File: src/rtl/decode_ctrl.sv
// rtl/decode_ctrl.sv - instruction decode stage with a 2-entry skid buffer
module decode_ctrl #(
  parameter int XLEN   = 32,
  parameter int OP_LEN = 7
) (
  input  logic            clk,
  input  logic            rst_n,
  input  logic            flush,
  input  logic            in_valid,
  output logic            in_ready,
  input  logic [XLEN-1:0] in_instr,
  input  logic [XLEN-1:0] in_pc,
  output logic            out_valid,
  input  logic            out_ready,
  output logic [XLEN-1:0] out_instr,
  output logic [XLEN-1:0] out_pc,
  output logic [6:0]      out_types,
  output logic [2:0]      out_funct3,
  output logic [XLEN-1:0] out_imm,
  output logic            out_illegal,
  output logic [7:0]      illegal_cnt
);

  typedef enum logic [1:0] {EMPTY, ONE, TWO} state_t;

  typedef struct packed {
    logic [XLEN-1:0] instr;
    logic [XLEN-1:0] pc;
    logic [XLEN-1:0] imm;
    logic [6:0]      types;
    logic            illegal;
  } entry_t;

  state_t          state_q, state_d;
  entry_t          head_q, head_d;
  entry_t          sec_q, sec_d;
  logic [7:0]      cnt_q, cnt_d;

  logic [OP_LEN-1:0] opcode;
  logic [6:0]        dec_types;
  logic              dec_illegal;
  logic [31:0]       imm32;
  logic [XLEN-1:0]   dec_imm;
  entry_t            in_entry;
  logic              push, pop;

  // Decode the incoming instruction so the entry is stored fully decoded
  always_comb begin
    dec_types   = 7'b0;
    dec_illegal = 1'b0;
    imm32       = 32'b0;
    opcode      = in_instr[OP_LEN-1:0];
    case (opcode)
      7'b0110011: dec_types = 7'b1000000;
      7'b0010011, 7'b1100111: begin
        dec_types = 7'b0100000;
        // shift-immediate forms carry only a 5-bit unsigned shamt
        if (in_instr[13:12] == 2'b01) imm32 = {27'b0, in_instr[24:20]};
        else                          imm32 = {{20{in_instr[31]}}, in_instr[31:20]};
      end
      7'b0000011: begin
        dec_types = 7'b0010000;
        imm32     = {{20{in_instr[31]}}, in_instr[31:20]};
      end
      7'b0100011: begin
        dec_types = 7'b0001000;
        imm32     = {{20{in_instr[31]}}, in_instr[31:25], in_instr[11:7]};
      end
      7'b1100011: begin
        dec_types = 7'b0000100;
        imm32     = {{19{in_instr[31]}}, in_instr[31], in_instr[7],
                     in_instr[30:25], in_instr[11:8], 1'b0};
      end
      7'b0110111, 7'b0010111: begin
        dec_types = 7'b0000010;
        imm32     = {in_instr[31:12], 12'b0};
      end
      7'b1101111: begin
        dec_types = 7'b0000001;
        imm32     = {{11{in_instr[31]}}, in_instr[31], in_instr[19:12],
                     in_instr[20], in_instr[30:21], 1'b0};
      end
      7'b0001111, 7'b1110011: dec_types = 7'b0;
      default:                dec_illegal = 1'b1;
    endcase
    dec_imm        = {XLEN{imm32[31]}};
    dec_imm[31:0]  = imm32;
  end

  assign in_ready  = (state_q != TWO);
  assign out_valid = (state_q != EMPTY);
  assign push      = in_valid && in_ready;
  assign pop       = out_valid && out_ready;

  // Payload is forced to zero whenever the head is not valid
  assign out_instr   = out_valid ? head_q.instr         : '0;
  assign out_pc      = out_valid ? head_q.pc            : '0;
  assign out_imm     = out_valid ? head_q.imm           : '0;
  assign out_types   = out_valid ? head_q.types         : 7'b0;
  assign out_funct3  = out_valid ? head_q.instr[14:12]  : 3'b0;
  assign out_illegal = out_valid ? head_q.illegal       : 1'b0;
  assign illegal_cnt = cnt_q;

  // Next-state, buffer movement and illegal counter; flush overrides everything
  always_comb begin
    state_d  = state_q;
    head_d   = head_q;
    sec_d    = sec_q;
    cnt_d    = cnt_q;
    in_entry = '{instr: in_instr, pc: in_pc, imm: dec_imm,
                 types: dec_types, illegal: dec_illegal};
    if (flush) begin
      state_d = EMPTY;
    end else begin
      if (push && dec_illegal && (cnt_q != 8'hFF)) cnt_d = cnt_q + 8'd1;
      case (state_q)
        EMPTY: if (push) begin
          head_d  = in_entry;
          state_d = ONE;
        end
        ONE: begin
          if (push && pop) begin
            head_d = in_entry;
          end else if (push) begin
            sec_d   = in_entry;
            state_d = TWO;
          end else if (pop) begin
            state_d = EMPTY;
          end
        end
        TWO: if (pop) begin
          head_d  = sec_q;
          state_d = ONE;
        end
        default: state_d = EMPTY;
      endcase
    end
  end

  // State and buffer registers
  always_ff @(posedge clk or negedge rst_n) begin
    if (!rst_n) begin
      state_q <= EMPTY;
      head_q  <= '0;
      sec_q   <= '0;
      cnt_q   <= 8'd0;
    end else begin
      state_q <= state_d;
      head_q  <= head_d;
      sec_q   <= sec_d;
      cnt_q   <= cnt_d;
    end
  end

endmodule

File: config.mk
export PLATFORM = sky130hd
export DESIGN_NAME = decode_ctrl
export DESIGN_NICKNAME = d
export VERILOG_FILES = /design/src/rtl/decode_ctrl.sv
export SDC_FILE = /design/constraint.sdc
export NUM_CORES = 1
export LEC_CHECK = 0
export BUFFER_PORTS_ARGS = -buffer_cell sky130_fd_sc_hd__clkbuf_2
export CAP_MARGIN = 20
export CORE_ASPECT_RATIO = 1.2
export CORE_MARGIN = 8
export CORE_UTILIZATION = 27
export CTS_CLUSTER_DIAMETER = 60
export DETAILED_ROUTE_END_ITERATION = 7
export PLACE_DENSITY = 0.48
export SLEW_MARGIN = 20
export SYNTH_ARGS = -nofsm -noshare
export SYNTH_HDL_FRONTEND = slang
export SYNTH_SLANG_ARGS = --single-unit
export TNS_END_PERCENT = 100
File: constraint.sdc
create_clock -name clk -period 3.7 [get_ports clk]
set_input_delay 0.185 -clock clk [delete_from_list [all_inputs] [get_ports clk]]
set_output_delay 0.185 -clock clk [all_outputs]
set_load 0.01 [all_outputs]
==> impl_metrics.tcl <==
set metrics [dict create \
    status "finished, final reports clean" \
    insertion_delay_ps 530 \
    drt_wl_total_mm 32.8 \
    io_buffers 185 \
    ioPinCount 186 \
    grt_overflow 0 \
    dp_hpwl_mm 21.4 \
    path_max_fanout 105 \
    timing.fmax_mhz 392 \
    synth_cell_type_count 73 \
    worst_slew_pin_slew_ps 1090 \
    cts_tree "built" \
    cp.required_ps 3510 \
    synth_area_per_cell_um2 8.97 \
    setup_tns_ps 0 \
    placed_cells 1744 \
    fin_skew_ps 6.57 \
    grt_usage 0.143 \
    core.rowCount 78 \
    cts_buffer_depth 3 \
    avgRoutedWirePerCell_um 17.7 \
    ys_ff_latch 218 \
    ys_seq_area_frac 0.528 \
    synth-main-ff-cell "dfrtp_1" \
    fin_crit_sh 0.689 \
    powerDensity_nw_per_um2 515 \
    grt_max_degree 116 \
    synth_async_sr_flop_share 1.00 \
    hp-start "in_instr[31]" \
    hold_depth 3 \
    vias_per_cell 4.67 \
    synth_edf_count 0 \
    worstPathArrival_ps 2360 \
    place.gp.congestion 0.762 \
    r2r-start "state_q[1]" \
    antenna_found_initial 0 \
    final.setup.worst_slack_ps 1150 \
    setup_viol_count_final 0 \
    reg2reg_slack_ps 1250 \
    fin_nets 1425 \
    end_kind "output pin" \
    min_to "head_q[103]" \
    drtAntennaViolNets 0 \
    fp.dieW_um 195 \
    syn_area_um2 10300 \
    dr.pass1.iters 5 \
    grt_pass1_wl_mm 51.7 \
    instances_no_fill 1852 \
    reg2reg_to "head_q[25]" \
    drv_slew 0 \
    crit_type "flip-flop to output pin" \
    cts_setup_buffers 0 \
    synth_fp_nets 1222 \
    die-height_um 230 \
    vias 8649 \
    clockRootBuffer "clkbuf_16" \
    synthCells 1152 \
    antenna_cells 0 \
    path_clk_slew_ps 60 \
    layout-drive-gt1-share 0.203 \
    peakVddDrop_mv 0.295 \
    slew_headroom 0.275 \
    cts_buffers 27 \
    initial_core_util 0.273 \
    dieArea_um2 44800 \
    cts.sinks 218 \
    r2r_cells 5 \
    final_util 0.347 \
    place_ws_ps 1220 \
    leakage_nw 6.24 \
    rsz0062_at_grt "false" \
    htreeDepth 1 \
    period_needed_ps 2550 \
    worst_setup_path_start_kind "flip-flop" \
    drtIter0Drc 561 \
    synth_warnings 0 \
    hold_viol_final 0 \
    grt_pass1_vias 8729 \
    cts_hold_buf 62 \
    hold_path.class "input port to flip-flop" \
    core_area_um2 37800 \
    ctsResizeCount 0 \
    max-cap-violations 0 \
    drc 0 \
    syn_to_final_growth_pct 26.8 \
]
==> worst max-delay path by stage <==
stage / start / to / slack [ps] / depth (start not counted)
2_1_floorplan: illegal_cnt[0] / illegal_cnt[1] / 1720 / 5
3_3_place_gp: state_q[0] / head_q[24] / 1230 / 5
3_5_place_dp: state_q[1] / head_q[20] / 1220 / 5
4_1_cts: state_q[0] / out_imm[3] / 1040 / 3
5_1_grt: state_q[0] / out_imm[3] / 940 / 3
6_report: state_q[0] / out_imm[3] / 1150 / 3
==> cells by family (layout without fill, tap and decap cells) <==
| group | count (synthesis) | in the layout | synth area share |
|---|---|---|---|
| compound gates | 194 | 194 | 0.138 |
| xor+xnor | 7 | 7 | 0.00594 |
| flops | 218 | 218 | 0.528 |
| mux | 2 | 2 | 0.00206 |
| simple gates | 640 | 640 | 0.282 |
| fa+ha+maj | 1 | 1 | 0.00121 |
| buf+inv | 90 | 310 | 0.0424 |
==> through the flow <==
step	area [µm²]	power (mW)	hold WS (ps)
6_report	13100	6.74	16.5
5_1_grt	13100	7.14	29.5
4_1_cts	13100	6.87	3.81
3_5_place_dp	11600	4.19	351
3_3_place_gp	11600	4.16	352
2_1_floorplan	10300	3.72	-111
==> layer usage <==
metal / GRT usage / part of all wire / up-vias
met5: 0 / 0 / -
met4: 0.0375 / 0.019 / 0
met3: 0.0250 / 0.050 / 44
met2: 0.251 / 0.50 / 198
met1: 0.178 / 0.43 / 4161
li1: - / - / 4246
==> power by group <==
part           switching, mW  internal (mW)  leakage, nW
clock                   1.02           1.55        0.425
sequential             0.241           2.81         2.70
combinational          0.639          0.483         3.12
total                   1.90           4.84         6.24
==> cell usage after synthesis, types with 2 or more instances <==
master | number | share of area
nor2_1 | 98 | 0.036
o21ai_0 | 13 | 0.0063
xnor2_1 | 6 | 0.0051
a31oi_1 | 67 | 0.041
nand2b_1 | 5 | 0.0030
o21a_1 | 2 | 0.0015
a211oi_2 | 10 | 0.012
buf_4 | 5 | 0.0036
buf_2 | 41 | 0.020
nor3_1 | 16 | 0.0078
a22o_1 | 14 | 0.012
o21ai_1 | 7 | 0.0034
inv_1 | 2 | 0.00073
and2_1 | 107 | 0.065
nand3_1 | 7 | 0.0034
nor2b_1 | 4 | 0.0024
o211ai_1 | 4 | 0.0029
clkbuf_1 | 33 | 0.012
nor2_4 | 2 | 0.0022
nand2_1 | 361 | 0.13
a221o_1 | 14 | 0.014
o31ai_1 | 2 | 0.0015
dfrtp_1 | 218 | 0.53
a211o_1 | 8 | 0.0068
buf_6 | 4 | 0.0044
o22ai_1 | 3 | 0.0018
and3_1 | 10 | 0.0061
buf_1 | 4 | 0.0015
a21oi_1 | 31 | 0.015
nand4_1 | 5 | 0.0030
a32oi_1 | 4 | 0.0034
nor2_2 | 3 | 0.0018
nor3b_1 | 2 | 0.0015
==> layout make-up <==
cell class | instances | area (µm²)
tap | 480 | 601
timing repair buffer | 261 | 1700
inverter | 3 | 12.5
sequential | 218 | 5460
clock buffer | 39 | 801
clock inverter | 7 | 65.1
fill | 3960 | 24700
multi-input combinational | 844 | 4460
==> sequential cells by signal, summed over array words and instances, names as in the netlist <==
name	cells
head_q	104
illegal_cnt	8
state_q	2
sec_q	104
==> layout by cell type (no fill, tap or decap), types with 15 or more instances in the layout <==
| cell type | n |
|---|---|
| clkbuf_2 | 184 |
| nand2_1 | 361 |
| clkbuf_16 | 27 |
| and2_1 | 107 |
| dfrtp_1 | 218 |
| dlygate4sd3_1 | 62 |
| nor2_1 | 98 |
| nor3_1 | 15 |
| a21oi_1 | 31 |
| a31oi_1 | 67 |
==> critical path, cell delays in order (launching register included) <==
cell and delay [ps]:
dfrtp_1 480, or2_4 820, and2_1 340, clkbuf_2 170
(Power assumes the default switching activity.)
